**src/rtl/noc_pkg.sv**
```systemverilog
// noc_pkg: shared definitions for the ring NoC demo front end.
// Holds header field layout, injection FSM states, output FIFO depth and
// the hex-digit to active-low seven-segment encoder.
`timescale 1ns/1ps
package noc_pkg;

  // Header word layout: dest in the low bits, payload length in [7:4]
  localparam int HDR_DEST_LSB = 0;
  localparam int HDR_LEN_LSB  = 4;
  localparam int HDR_LEN_W    = 4;

  // Output FIFO depth in words
  localparam int FIFO_DEPTH = 16;

  typedef enum logic [1:0] {
    IDLE,
    CAPTURE,
    WAIT,
    SEND
  } inj_state_t;

  // Active-low segments, bit0 = a ... bit6 = g
  function automatic logic [6:0] hex_to_seg(input logic [3:0] value);
    logic [6:0] seg;
    case (value)
      4'h0:    seg = 7'h40;
      4'h1:    seg = 7'h79;
      4'h2:    seg = 7'h24;
      4'h3:    seg = 7'h30;
      4'h4:    seg = 7'h19;
      4'h5:    seg = 7'h12;
      4'h6:    seg = 7'h02;
      4'h7:    seg = 7'h78;
      4'h8:    seg = 7'h00;
      4'h9:    seg = 7'h10;
      4'hA:    seg = 7'h08;
      4'hB:    seg = 7'h03;
      4'hC:    seg = 7'h46;
      4'hD:    seg = 7'h21;
      4'hE:    seg = 7'h06;
      default: seg = 7'h0E;
    endcase
    return seg;
  endfunction

endpackage

```
**src/rtl/noc_debounce.sv**
```systemverilog
// noc_debounce: 2-flop synchroniser, stable-high counter and rising-edge
// detector; emits a one-cycle press pulse 2 + DEBOUNCE_COUNT + 1 cycles
// after the button rises.
`timescale 1ns/1ps
module noc_debounce #(
  parameter int DEBOUNCE_COUNT = 50000
) (
  input  logic clk,
  input  logic rst_n,
  input  logic button,
  output logic press
);

  localparam int CW = (DEBOUNCE_COUNT > 0) ? $clog2(DEBOUNCE_COUNT + 1) : 1;

  logic [1:0]    sync_reg;
  logic [CW-1:0] cnt_reg;
  logic          level_reg;
  logic          level_prev_reg;

  // Synchronise, count consecutive high cycles, and register the debounced level
  always_ff @(posedge clk or negedge rst_n) begin
    if (!rst_n) begin
      sync_reg       <= '0;
      cnt_reg        <= '0;
      level_reg      <= 1'b0;
      level_prev_reg <= 1'b0;
    end else begin
      sync_reg <= {sync_reg[0], button};
      if (!sync_reg[1]) begin
        cnt_reg <= '0;
      end else if (cnt_reg != CW'(DEBOUNCE_COUNT)) begin
        cnt_reg <= cnt_reg + CW'(1);
      end
      level_reg      <= sync_reg[1] && (cnt_reg == CW'(DEBOUNCE_COUNT));
      level_prev_reg <= level_reg;
    end
  end

  assign press = level_reg & ~level_prev_reg;

endmodule

```
**src/rtl/noc_top.sv**
```systemverilog
// noc_top: button-driven packet injector feeding a NET_ADDR-stage ring,
// ejecting into a 16-word FWFT FIFO popped onto DataOut.
// Optional feature macro: NOC_HEX_DISPLAY_EN (status on HEX0..HEX5;
// otherwise all digits are blank).
`timescale 1ns/1ps
module noc_top
  import noc_pkg::*;
#(
  parameter int DEBOUNCE_COUNT = 50000,
  parameter int DATA_WIDTH     = 32,
  parameter int MAX_PACKET_LEN = 8,
  parameter int NET_ADDR       = 4
) (
  input  logic                  Clock,
  input  logic                  nReset,
  input  logic [DATA_WIDTH-1:0] Switches,
  input  logic [1:0]            Buttons,
  output logic [DATA_WIDTH-1:0] DataOut,
  output logic                  DataValid,
  output logic [6:0]            HEX0,
  output logic [6:0]            HEX1,
  output logic [6:0]            HEX2,
  output logic [6:0]            HEX3,
  output logic [6:0]            HEX4,
  output logic [6:0]            HEX5
);

  localparam int DEST_W = $clog2(NET_ADDR);
  localparam int IDX_W  = (MAX_PACKET_LEN > 1) ? $clog2(MAX_PACKET_LEN) : 1;
  localparam int CNT_W  = $clog2(MAX_PACKET_LEN + 1);
  localparam int PTR_W  = $clog2(FIFO_DEPTH);
  localparam int FCNT_W = $clog2(FIFO_DEPTH + 1);

  logic [1:0] press;

  genvar gi;
  generate
    for (gi = 0; gi < 2; gi++) begin : g_btn
      noc_debounce #(.DEBOUNCE_COUNT(DEBOUNCE_COUNT)) u_debounce (
        .clk   (Clock),
        .rst_n (nReset),
        .button(Buttons[gi]),
        .press (press[gi])
      );
    end
  endgenerate

  // Header length field, clamped so the packet fits the capture buffer
  logic [HDR_LEN_W-1:0] len_field;
  logic [IDX_W-1:0]     len_clamped;
  assign len_field = Switches[HDR_LEN_LSB +: HDR_LEN_W];

  // Clamp the requested payload length to MAX_PACKET_LEN-1
  always_comb begin
    if (int'(len_field) > MAX_PACKET_LEN - 1) len_clamped = IDX_W'(MAX_PACKET_LEN - 1);
    else                                       len_clamped = IDX_W'(len_field);
  end

  inj_state_t          state_reg;
  logic [CNT_W-1:0]    wcnt_reg;
  logic [IDX_W-1:0]    plen_reg;
  logic [IDX_W-1:0]    sidx_reg;
  logic [DEST_W-1:0]   dest_reg;
  logic [FCNT_W-1:0]   fifo_count_reg;
  logic [NET_ADDR-1:0] ring_valid;
  logic                ring_empty;
  logic                space_ok;

  // Only one packet is in the ring at a time, so at most one stage ejects per cycle
  assign ring_empty = ~|ring_valid;
  assign space_ok   = ring_empty &&
                      (int'(fifo_count_reg) + int'(plen_reg) + 1 <= FIFO_DEPTH);

  // Injection FSM: capture header and payload, reserve FIFO space, then stream
  always_ff @(posedge Clock or negedge nReset) begin
    if (!nReset) begin
      state_reg <= IDLE;
      wcnt_reg  <= '0;
      plen_reg  <= '0;
      sidx_reg  <= '0;
      dest_reg  <= '0;
    end else begin
      case (state_reg)
        IDLE: if (press[0]) begin
          wcnt_reg  <= CNT_W'(1);
          plen_reg  <= len_clamped;
          dest_reg  <= Switches[HDR_DEST_LSB +: DEST_W];
          state_reg <= (len_clamped == '0) ? WAIT : CAPTURE;
        end
        CAPTURE: if (press[0]) begin
          wcnt_reg <= wcnt_reg + CNT_W'(1);
          if (wcnt_reg == CNT_W'(plen_reg)) state_reg <= WAIT;
        end
        WAIT: if (space_ok) begin
          state_reg <= SEND;
          sidx_reg  <= '0;
        end
        SEND: begin
          sidx_reg <= sidx_reg + IDX_W'(1);
          if (sidx_reg == plen_reg) begin
            state_reg <= IDLE;
            wcnt_reg  <= '0;
          end
        end
        default: state_reg <= IDLE;
      endcase
    end
  end

  logic [DATA_WIDTH-1:0] pkt_mem [MAX_PACKET_LEN];

  // Packet capture buffer: header at slot 0, payload words follow
  always_ff @(posedge Clock) begin
    if (state_reg == IDLE && press[0]) pkt_mem[0] <= Switches;
    else if (state_reg == CAPTURE && press[0]) pkt_mem[wcnt_reg[IDX_W-1:0]] <= Switches;
  end

  logic [DEST_W-1:0]     ring_tag  [NET_ADDR];
  logic [DATA_WIDTH-1:0] ring_data [NET_ADDR];
  logic [NET_ADDR-1:0]   eject;

  generate
    for (gi = 0; gi < NET_ADDR; gi++) begin : g_eject
      assign eject[gi] = ring_valid[gi] && (ring_tag[gi] == DEST_W'(gi));
    end
  endgenerate

  // Ring pipeline: stage 0 is loaded by SEND; a word leaves at the stage matching its tag
  always_ff @(posedge Clock or negedge nReset) begin
    if (!nReset) begin
      ring_valid <= '0;
      for (int i = 0; i < NET_ADDR; i++) begin
        ring_tag[i]  <= '0;
        ring_data[i] <= '0;
      end
    end else begin
      ring_valid[0] <= (state_reg == SEND);
      ring_tag[0]   <= dest_reg;
      ring_data[0]  <= pkt_mem[sidx_reg];
      for (int i = 1; i < NET_ADDR; i++) begin
        ring_valid[i] <= ring_valid[i-1] && !eject[i-1];
        ring_tag[i]   <= ring_tag[i-1];
        ring_data[i]  <= ring_data[i-1];
      end
    end
  end

  logic                  push;
  logic [DATA_WIDTH-1:0] push_data;

  // Select the ejecting stage's word for the FIFO write port
  always_comb begin
    push      = |eject;
    push_data = '0;
    for (int i = 0; i < NET_ADDR; i++) begin
      if (eject[i]) push_data = ring_data[i];
    end
  end

  logic [DATA_WIDTH-1:0] fifo_mem [FIFO_DEPTH];
  logic [PTR_W-1:0]      wptr_reg;
  logic [PTR_W-1:0]      rptr_reg;
  logic                  pop;

  assign pop = press[1] && (fifo_count_reg != '0);

  // FIFO storage write port
  always_ff @(posedge Clock) begin
    if (push) fifo_mem[wptr_reg] <= push_data;
  end

  // FIFO pointers and occupancy; simultaneous push and pop leave the count unchanged
  always_ff @(posedge Clock or negedge nReset) begin
    if (!nReset) begin
      wptr_reg       <= '0;
      rptr_reg       <= '0;
      fifo_count_reg <= '0;
    end else begin
      if (push) wptr_reg <= wptr_reg + PTR_W'(1);
      if (pop)  rptr_reg <= rptr_reg + PTR_W'(1);
      case ({push, pop})
        2'b10:   fifo_count_reg <= fifo_count_reg + FCNT_W'(1);
        2'b01:   fifo_count_reg <= fifo_count_reg - FCNT_W'(1);
        default: fifo_count_reg <= fifo_count_reg;
      endcase
    end
  end

  // Registered pop output: head word and one-cycle valid strobe
  always_ff @(posedge Clock or negedge nReset) begin
    if (!nReset) begin
      DataOut   <= '0;
      DataValid <= 1'b0;
    end else begin
      DataValid <= pop;
      if (pop) DataOut <= fifo_mem[rptr_reg];
    end
  end

`ifdef NOC_HEX_DISPLAY_EN
  logic [3:0] fifo_digit;
  assign fifo_digit = (fifo_count_reg > FCNT_W'(15)) ? 4'hF : fifo_count_reg[3:0];
  assign HEX0 = hex_to_seg(DataOut[3:0]);
  assign HEX1 = hex_to_seg(DataOut[7:4]);
  assign HEX2 = hex_to_seg(DataOut[11:8]);
  assign HEX3 = hex_to_seg(DataOut[15:12]);
  assign HEX4 = hex_to_seg(4'(wcnt_reg));
  assign HEX5 = hex_to_seg(fifo_digit);
`else
  assign HEX0 = 7'h7F;
  assign HEX1 = 7'h7F;
  assign HEX2 = 7'h7F;
  assign HEX3 = 7'h7F;
  assign HEX4 = 7'h7F;
  assign HEX5 = 7'h7F;
`endif

endmodule

```
**config.mk**
```make
export PLATFORM = sky130hd
export DESIGN_NAME = noc_top
export DESIGN_NICKNAME = d
export VERILOG_FILES = /design/src/rtl/noc_pkg.sv /design/src/rtl/noc_debounce.sv /design/src/rtl/noc_top.sv
export SDC_FILE = /design/constraint.sdc
export NUM_CORES = 1
export LEC_CHECK = 0
export CAP_MARGIN = 20
export CORE_ASPECT_RATIO = 0.75
export CORE_MARGIN = 2
export CORE_UTILIZATION = 25
export CTS_CLUSTER_SIZE = 24
export DETAILED_ROUTE_END_ITERATION = 8
export PLACE_DENSITY = 0.38
export SETUP_SLACK_MARGIN = 0.4
export SYNTH_ARGS = -nofsm -noshare
export SYNTH_HDL_FRONTEND = slang
export SYNTH_SLANG_ARGS = --single-unit
```
**constraint.sdc**
```tcl
create_clock -name Clock -period 6.6 [get_ports Clock]
set_input_delay 0.99 -clock Clock [delete_from_list [all_inputs] [get_ports Clock]]
set_output_delay 0.99 -clock Clock [all_outputs]
set_load 0.02 [all_outputs]
```
### After elaboration in Yosys (flattened, before gate mapping)

Memories as Yosys holds them, arrays and structs flattened. A register that Yosys moved wholly into a read port is not among the register bits.
Cells that the tools add are included.

| word-level totals | value |
|---|---|
| input bits | 36 |
| word-level logic and storage cells | 130 |
| RAM bits | 768 |
| bits in registers | 176 |
| memories kept | 2 |

| operators by class | value |
|---|---|
| muxes and demuxes | 33 |
| bitwise logic cells | 4 |
| reductions and logical operators | 33 |
| eq/ne operators | 21 |
| magnitude comparators | 2 |
| add/sub/neg operators | 10 |

Memory list:

| memory | depth | bits a word | read ports | clocked after Yosys merged registers in | wr ports | line | text |
|---|---|---|---|---|---|---|---|
| fifo_mem | 16 | 32 | 1 | 1 | 1 | noc_top.sv:160 | `logic [DATA_WIDTH-1:0] fifo_mem [FIFO_DEPTH];` |
| pkt_mem | 8 | 32 | 1 | 1 | 1 | noc_top.sv:110 | `logic [DATA_WIDTH-1:0] pkt_mem [MAX_PACKET_LEN];` |

Operators by type and width:

| kind | count |
|---|---|
| 32-bit two-way mux | 5 |
| 16-bit two-way mux | 4 |
| 16-bit by 1-bit adder with 16-bit output, second input constant | 2 |
| 16-bit equality test, second input constant | 2 |
| 16-bit inequality test, second input constant | 2 |
| 32-bit OR reduction | 1 |
| 1-bit logical AND | 13 |
| 4-bit by 1-bit adder with 4-bit output, second input constant | 3 |
| 2-bit two-way mux | 6 |
| 4-bit two-way mux | 3 |
| 4-bit one-hot mux with 3 select lines | 1 |
| 2-bit equality test, second input constant | 5 |
| 2-bit inequality test, second input constant | 5 |
| 5-bit one-hot mux with 2 select lines | 1 |
| 3-bit two-way mux | 3 |
| 1-bit two-way mux | 8 |
| 2-bit one-hot mux with 4 select lines | 1 |
| 4-bit OR reduction | 2 |
| 6-bit by 1-bit adder with 7-bit output, second input constant | 1 |
| 7-bit by 5-bit less-or-equal comparator with 1-bit output, second input constant | 1 |
| 5-bit by 3-bit adder with 6-bit output | 1 |
| 2-bit by 1-bit equality test with 1-bit output, second input constant | 3 |
| 1-bit logical NOT | 6 |
| 3-bit one-hot mux with 2 select lines | 1 |
| 17 further kinds | 23 |

### Depth between registers and ports, before layout

Gate-level depths: netlist (run 1).

| logic depth | value |
|---|---|
| word-level depth | 8 |
| mapped depth | 16 |
| depth with buffers taken out | 13 |

### Modules after synthesis

A second synthesis (run 1) with hierarchy kept.

| unflattened totals | value |
|---|---|
| cell total of the unflattened synthesis | 2,041 |
| area total of the unflattened synthesis | 38,683.4 um^2 |

By module, submodules not included:

| module | instances | cells an instance | area an instance (um^2) |
|---|---|---|---|
| noc_top | 1 | 1,839 | 36,638.9 |
| noc_debounce | 2 | 101 | 1,022.2 |

### Least setup slack after synthesis (run 1)

Ideal clock, no wire load.

| path | value |
|---|---|
| kind | register -> register |
| start point | register ring_tag[5] (netlist name) |
| end point | memory fifo_mem[0][0] (enable) |
| cell stages (with the launch flop) | 6 |
| period minus slack after synthesis | 4.698 ns |
| setup slack | 1.902 ns |
| arrival time | 4.197 ns |
| cells stage by stage | dfrtp_1 > and3b_1 > clkbuf_1 > a2111o_1 > inv_1 > nor4_1 |

| on the way | value |
|---|---|
| cells in the longest elaborated chain, start to end | 5 |

Ends and longest elaborated chain:

| element | line | text |
|---|---|---|
| from (decl) | noc_top.sv:118 | `logic [DEST_W-1:0] ring_tag [NET_ADDR];` |
| from (signal, indexed assignment) | noc_top.sv:142 | `ring_tag[i] <= ring_tag[i-1];` |
| 2-bit by 1-bit equality test with 1-bit output | noc_top.sv:124 | `assign eject[gi] = ring_valid[gi] && (ring_tag[gi] == DEST_W'(gi));` |
| 1-bit logical AND | noc_top.sv:124 |  |
| 4-bit OR reduction | noc_top.sv:153 | `push = \|eject;` |
| 1-bit two-way mux | noc_top.sv:169 | `if (push) fifo_mem[wptr_reg] <= push_data;` |
| 1-bit two-way mux (not written as such) | noc_top.sv:169 |  |
| to (decl) | noc_top.sv:160 |  |

Every way passes these cells.

### Worst setup path after layout (run 1)

| path | value |
|---|---|
| start point | register ring_valid[2] |
| end point | register fifo_count_reg[4] |

| on the way | value |
|---|---|
| cells in the longest elaborated chain, start to end | 4 |

Ends and longest elaborated chain:

| element | line | text |
|---|---|---|
| from (decl) | noc_top.sv:65 | `logic [NET_ADDR-1:0] ring_valid;` |
| from (signal, indexed assignment) | noc_top.sv:141 | `ring_valid[i] <= ring_valid[i-1] && !eject[i-1];` |
| 1-bit logical AND (*) | noc_top.sv:124 |  |
| 4-bit OR reduction (*) | noc_top.sv:153 |  |
| 2-bit by 1-bit equality test with 1-bit output / 2-bit equality test (equally long branches) | noc_top.sv:181 | `case ({push, pop})` |
| 5-bit one-hot mux with 2 select lines / 2-bit nonzero test (equally long branches) | -- |  |
| to (signal assigned) | noc_top.sv:182 | `2'b10: fifo_count_reg <= fifo_count_reg + FCNT_W'(1);` |
| to (signal assigned) | noc_top.sv:183 | `2'b01: fifo_count_reg <= fifo_count_reg - FCNT_W'(1);` |
| to (signal assigned) | noc_top.sv:184 | `default: fifo_count_reg <= fifo_count_reg;` |
| to (decl) | noc_top.sv:64 | `logic [FCNT_W-1:0] fifo_count_reg;` |

Mark *: on every way between the ends. The rest lies on a longest branch, timed or not.
A chain may end at the register's enable or synchronous reset.

==> results of run 1 <==
## cells by family (layout without fill, tap and decap cells)
family                   Yosys count  count (layout)  synth area share, %
AND/OR/NAND/NOR                  229             229                 2.82
other                              1              43              0.00977
AO/OA/AOI/OAI                    151             151                 2.34
XOR/XNOR                          42              42                0.958
flip-flops                      1008            1008                 75.7
multiplexers                     298             298                 15.3
buffers and inverters            162             368                 2.13
adder cells (fa/ha/maj)           22              22                0.717
## report_power, final
| part | switching, W | internal, W | leakage, nW |
|---|---|---|---|
| logic | 0.0000872 | 0.0000271 | 2.92 |
| clock network | 0.00258 | 0.00351 | 1.75 |
| registers | 0.00000612 | 0.00679 | 8.82 |
## per-layer routing
metal | part of all wire [%] | up-vias | track usage (%) | wire length, µm
li1 | - | 7835 | - | -
met1 | 47 | 9915 | 17.1 | 45100
met2 | 47 | 259 | 19.8 | 45000
met3 | 3.1 | 135 | 2.10 | 2930
met4 | 2.2 | 2 | 3.34 | 2090
met5 | 0.014 | - | 0 | 13
## layout make-up
type                       count  area (µm²)  area share, %
inverter                      27         101          0.223
timing repair buffer         138        1250           2.76
clock buffer                 152        3100           6.83
sequential                  1008       29100           64.1
tap                         2016        2520           5.56
multi-input combinational    784        8800           19.4
clock inverter                51         485           1.07
antenna                        1        2.50        0.00552
## synth_stat cells, drive strengths merged, types with 9 or more instances
master	number
edfxtp	768
dfrtp	240
mux4	224
nor2	86
buf	80
mux2	69
clkbuf	55
nand2	55
a21oi	50
o21ai	48
a22oi	33
xor2	29
inv	25
ha	22
nand3	15
xnor2	13
nor3	10
and3	9
nand4	9
## worst paths after layout
path / start / to / slack (ps) / cells past startpoint
worst min-delay path: nReset / g_btn[1].u_debounce.cnt_reg[9] / 240 / 1
worst max register to register: ring_valid[2] / fifo_count_reg[4] / 3150 / 13
worst min register to register: g_btn[1].u_debounce.sync_reg[0] / g_btn[1].u_debounce.sync_reg[1] / 350 / 0
min in group Clock: g_btn[1].u_debounce.sync_reg[0] / g_btn[1].u_debounce.sync_reg[1] / 350 / 0
max in group asynchronous: nReset / sidx_reg[0] / 5030 / 2
worst max-delay path: ring_valid[2] / fifo_count_reg[4] / 3150 / 13
## per-stage QoR
| step | cell area, µm² | hold slack (ps) | std cells | worst slack [ps] | util [%] |
|---|---|---|---|---|---|
| floorplan | 38500 | 331 | 1954 | 1900 | - |
| global placement | 41700 | 335 | 3966 | 3160 | 27.4 |
| detailed placement | 41700 | 337 | 3968 | 3200 | 27.4 |
| CTS | 45300 | 198 | 4171 | 3140 | 29.7 |
| global route | 45300 | 234 | 4177 | 2880 | 29.8 |
| finish | 45300 | 238 | 4177 | 3150 | 29.8 |
==> flow_summary.yaml, run 1 <==
status:
  status: "finished, final reports clean"
finish:
  final_net_count: 2124
  area_growth_pct: 18.1
  layout_common_cells: "edfxtp_1 (768), dfrtp_1 (233), mux4_2 (224), clkbuf_16 (111), nor2_1 (75)"
  largestRegisters: "fifo_mem (512), pkt_mem (256), ring_data (128)"
  fillers: 14800
  largest_reg_flops: 512
  drive_above_1_share_pct: 26.1
  layout_commonest_cell: "edfxtp_1"
  largest_register: "fifo_mem"
timing:
  slew_headroom_pct: 34.8
  setup_viol: 0
  layout_min_cycle_time_ps: 3450
  min_period_over_period_pct: 52.3
  fmax_mhz: 290
  grt_setup_unrepaired: "false"
  tns_ps: 0
  hold_viol: 0
  drv_slew: 0
  worst_pin_slew_ps: 971
  fin_skew_ps: 50.7
clocking:
  cts_buffers: 107
  cts_tree: "done"
  cts-root-buf: "clkbuf_16"
  clk_latency_ps: 740
  cts.repair.resized: 0
  cts.sinks: 1008
  cts_hold_buf: 0
  clockBufferDepth: 3
  h-tree-depth: 3
  path_clk_slew_ps: 60
  cts_setup_buffers: 0
critical_path:
  critPathMaxFanout: 65
  worstPathRequired_ps: 7170
  cp_slowest_cell: "a2111o_1"
  cp-start-kind: "flip-flop"
  end_kind: "flip-flop"
  path_delay_family: "compound AO/OA/AOI/OAI gates"
  worst-setup-path-type: "flip-flop to flip-flop"
  critical_path_buf_inv_count: 3
  crit_arrival_ps: 4020
  slowest_delay_ps: 560
  worstPathCellList: "and3_2, buf_4, a2111o_1, inv_1, ha_1, xor2_1, ha_1, inv_1, o21ai_0, a21oi_1, a211oi_1, nor2_1, xor2_1"
global_route:
  grt_max_degree: 112
  grt_pass1_vias: 19700
  gr-total-overflow: 0
  grt_usage_pct: 12.3
  antenna_found_initial: 2
  grt_first_pass_wirelength_um: 140000
synth:
  synth_top_area_share_pct: 60.1
  synth-main-ff-cell: "edfxtp_1"
  syn_inst: 1913
  syn_area_mm2: 0.0384
  synth_area_leaders: "edfxtp_1 (60%), dfrtp_1 (16%), mux4_2 (13%)"
  synth_edf_count: 768
  yosys.cell_types.count: 50
  synth_top_area_cell: "edfxtp_1"
  yosysSeqAreaShare_pct: 75.7
  syn_area_per_cell_um2: 20.1
  synth-seq-cells: 1008
  ys_warn_count: 0
  synthArstFlopShare_pct: 23.8
floorplan:
  rows: 124
  die_y_um: 343
  io_pins: 111
  die_w_um: 456
  start_util_pct: 25.2
  coreArea_mm2: 0.152
  die-area_mm2: 0.157
place:
  port_buffers: 68
  dp_hpwl_um: 49900
  globalplace.congestion: 0.692
pwr:
  ir_drop_uv: 190
  leakagePower_nw: 13.5
  power.density_mw_per_mm2: 287
  power_w: 0.0130
detailed_routing:
  drc_errors: 0
  wl_per_cell_um: 22.8
  drt_wl_total_um: 95100
  drt-pass1-iter-count: 5
  antenna_left: 0
  drtIter0Drc: 1285
  via_count: 18100
  vias_per_cell: 4.34
flow_run:
  drv_cap: 0
min_path:
  hp-class: "input port to asynchronous set/reset pin"
Power figures use the tool's default switching activity.
==> run 2: changes to the inputs <==
==> constraint.sdc (replaced) <==
create_clock -name Clock -period 3.3 [get_ports Clock]
set_input_delay 0.495 -clock Clock [delete_from_list [all_inputs] [get_ports Clock]]
set_output_delay 0.495 -clock Clock [all_outputs]
set_load 0.02 [all_outputs]
==> run 2 against run 1 <==
  * Final area rose by 1.6%
  * Largest cell class unchanged
  * Power grew 100%
  * Wire length increased by 1.4%
  * Worst setup slack got worse by 2600 ps
  * Sequential power grew 100%
  * Global-route usage up 0.21 points
  * Sequential cell count stayed put
  * Sequential share of layout area down 1.0 points
  * First-iteration DRC count grew 5.8%
  * Register-to-register slack worse by 2600 ps
==> flow_summary.yaml, run 2 (synthesis results as in run 1) <==
finish:
  largest_register: "fifo_mem"
  drive_above_1_share_pct: 27.7
  fillers: 14800
  register_area_mm2: 0.0291
  final_net_count: 2155
  antennaDiodeCount: 0
  layout_common_cells: "edfxtp_1 (768), dfrtp_1 (233), mux4_2 (224), clkbuf_16 (113), nor2_1 (75)"
  post-route-util_pct: 30.2
  layout_commonest_cell: "edfxtp_1"
  largest_reg_flops: 512
  largestRegisters: "fifo_mem (512), pkt_mem (256), ring_data (128)"
  area_growth_pct: 20.0
  multi_input_area_mm2: 0.00884
pwr:
  p_int_w: 0.0211
  ir_drop_uv: 386
  power.density_mw_per_mm2: 575
  leakagePower_nw: 13.8
  swShare_pct: 20.3
  power_switching_w: 0.00538
  power_frac_comb_pct: 0.9
  power_w: 0.0265
  pwr-share-clk_pct: 47.8
  power_frac_seq_pct: 51.3
place:
  globalplace.congestion: 0.699
  post-place-ws_ps: 556
  port_buffers: 68
  dp_hpwl_um: 54900
floorplan:
  coreArea_mm2: 0.152
  start_util_pct: 25.2
  die-area_mm2: 0.157
  rows: 124
  die_y_um: 343
  io_pins: 111
  die_w_um: 456
detailed_routing:
  vias_per_cell: 4.33
  drt-pass1-iter-count: 7
  drtIter0Drc: 1359
  via_count: 18200
  drt_wl_total_um: 96500
  drc_errors: 0
  wl_per_cell_um: 22.9
  antenna_left: 0
critical_path:
  r2r-start: "fifo_count_reg[1]"
  r2r_setup_slack_ps: 570
  crit_arrival_ps: 3320
  worstPathRequired_ps: 3890
  rr_worst_depth: 12
  cp-start-kind: "flip-flop"
  r2r-end: "fifo_count_reg[4]"
  critPathMaxFanout: 9
  worst-setup-path-type: "flip-flop to flip-flop"
  startpoint: "fifo_count_reg[1]"
  end_kind: "flip-flop"
timing:
  fin_skew_ps: 33.8
  drv_slew: 0
  tns_ps: 0
  fmax_mhz: 366
  worst_pin_slew_ps: 961
  hold_viol: 0
  setup_ws_ps: 567
  slew_headroom_pct: 35.5
  grt_setup_unrepaired: "false"
  setup_viol: 0
  layout_min_cycle_time_ps: 2730
  min_period_over_period_pct: 82.8
status:
  status: "finished, final reports clean"
min_path:
  holdPathStages: 1
  worstHoldStart: "Buttons[0]"
  hp-class: "input port to flip-flop"
  min_to: "g_btn[0].u_debounce.sync_reg[0]"
global_route:
  grt_max_degree: 84
  grt_first_pass_wirelength_um: 142000
  antenna_found_initial: 0
  grt_pass1_vias: 19600
  grt_usage_pct: 12.5
  gr-total-overflow: 0
clocking:
  cts_setup_buffers: 0
  cts-root-buf: "clkbuf_16"
  cts_buffers: 106
  path_clk_slew_ps: 60
  cts.sinks: 1008
  h-tree-depth: 3
  cts_tree: "done"
  clockBufferDepth: 3
  clk_latency_ps: 730
flow_run:
  drv_cap: 0
run 2: changes by cell type in the layout (fill, tap and decap cells not counted), sizes merged:
cell,before,now
clkinvlp,4,5
inv,27,30
clkinv,41,35
diode,1,0
clkbuf,152,149
buf,71,101
bufinv,6,10
dlygate4sd3,0,1
run 2: power by group through the flow:
stage	Clock, W	Combinational [W]	Sequential [W]
detailed placement	0	0.000238	0.0138
floorplan	0	0.000107	0.0138
finish	0.0127	0.000233	0.0136
global route	0.0135	0.000266	0.0136
CTS	0.0131	0.000240	0.0136
global placement	0	0.000230	0.0138
run 2: metal layers:
layer | part of all wire, % | GRT usage [%] | vias to the layer above
li1 | - | - | 7907
met2 | 48 | 20.2 | 218
met5 | 0 | 0 | -
met3 | 3.0 | 2.26 | 128
met4 | 1.8 | 2.93 | 0
met1 | 47 | 17.4 | 9974
run 2: worst max path at each step:
stage	end	slack (ps)	cells after the start
2_1_floorplan	fifo_mem[7][0]	-480	5
3_3_place_gp	fifo_count_reg[4]	520	12
3_5_place_dp	fifo_mem[3][13]	560	6
4_1_cts	fifo_mem[1][9]	530	6
5_1_grt	fifo_count_reg[4]	400	12
6_report	fifo_count_reg[4]	570	12
run 2: worst max-delay path, stage by stage, from the launching register on:
cell      delay, ps
dfrtp_1         460
or3_1           420
nor3_1          200
nor3b_2          90
ha_1            300
xor2_1          190
ha_1            240
a21o_1          190
nand2_1          70
a21oi_1          60
a211oi_1        160
nor2_1           80
xor2_1          140
run 2: area by class of cell:
type / count / area share [%]
clock buffers: 148 / 6.81
clock inverters: 53 / 1.34
inverters: 27 / 0.220
multi-input cells: 784 / 19.2
flip-flops and latches: 1008 / 63.1
well taps: 2016 / 5.47
repair buffers: 170 / 3.86
run 2: timing repair:
item | in CTS | in global routing
gates resized for setup | 0 | 0
hold endpoints to repair | 76 | 0
hold buffers | 1 | 0
run 2: metrics by stage:
stage               hold WS [ps]  instance area, µm²  std cells
global route                 175               46100       4206
global placement             340               42200       3995
detailed placement           340               42200       3995
CTS                          133               46000       4197
finish                       214               46100       4206
floorplan                    199               38600       1954
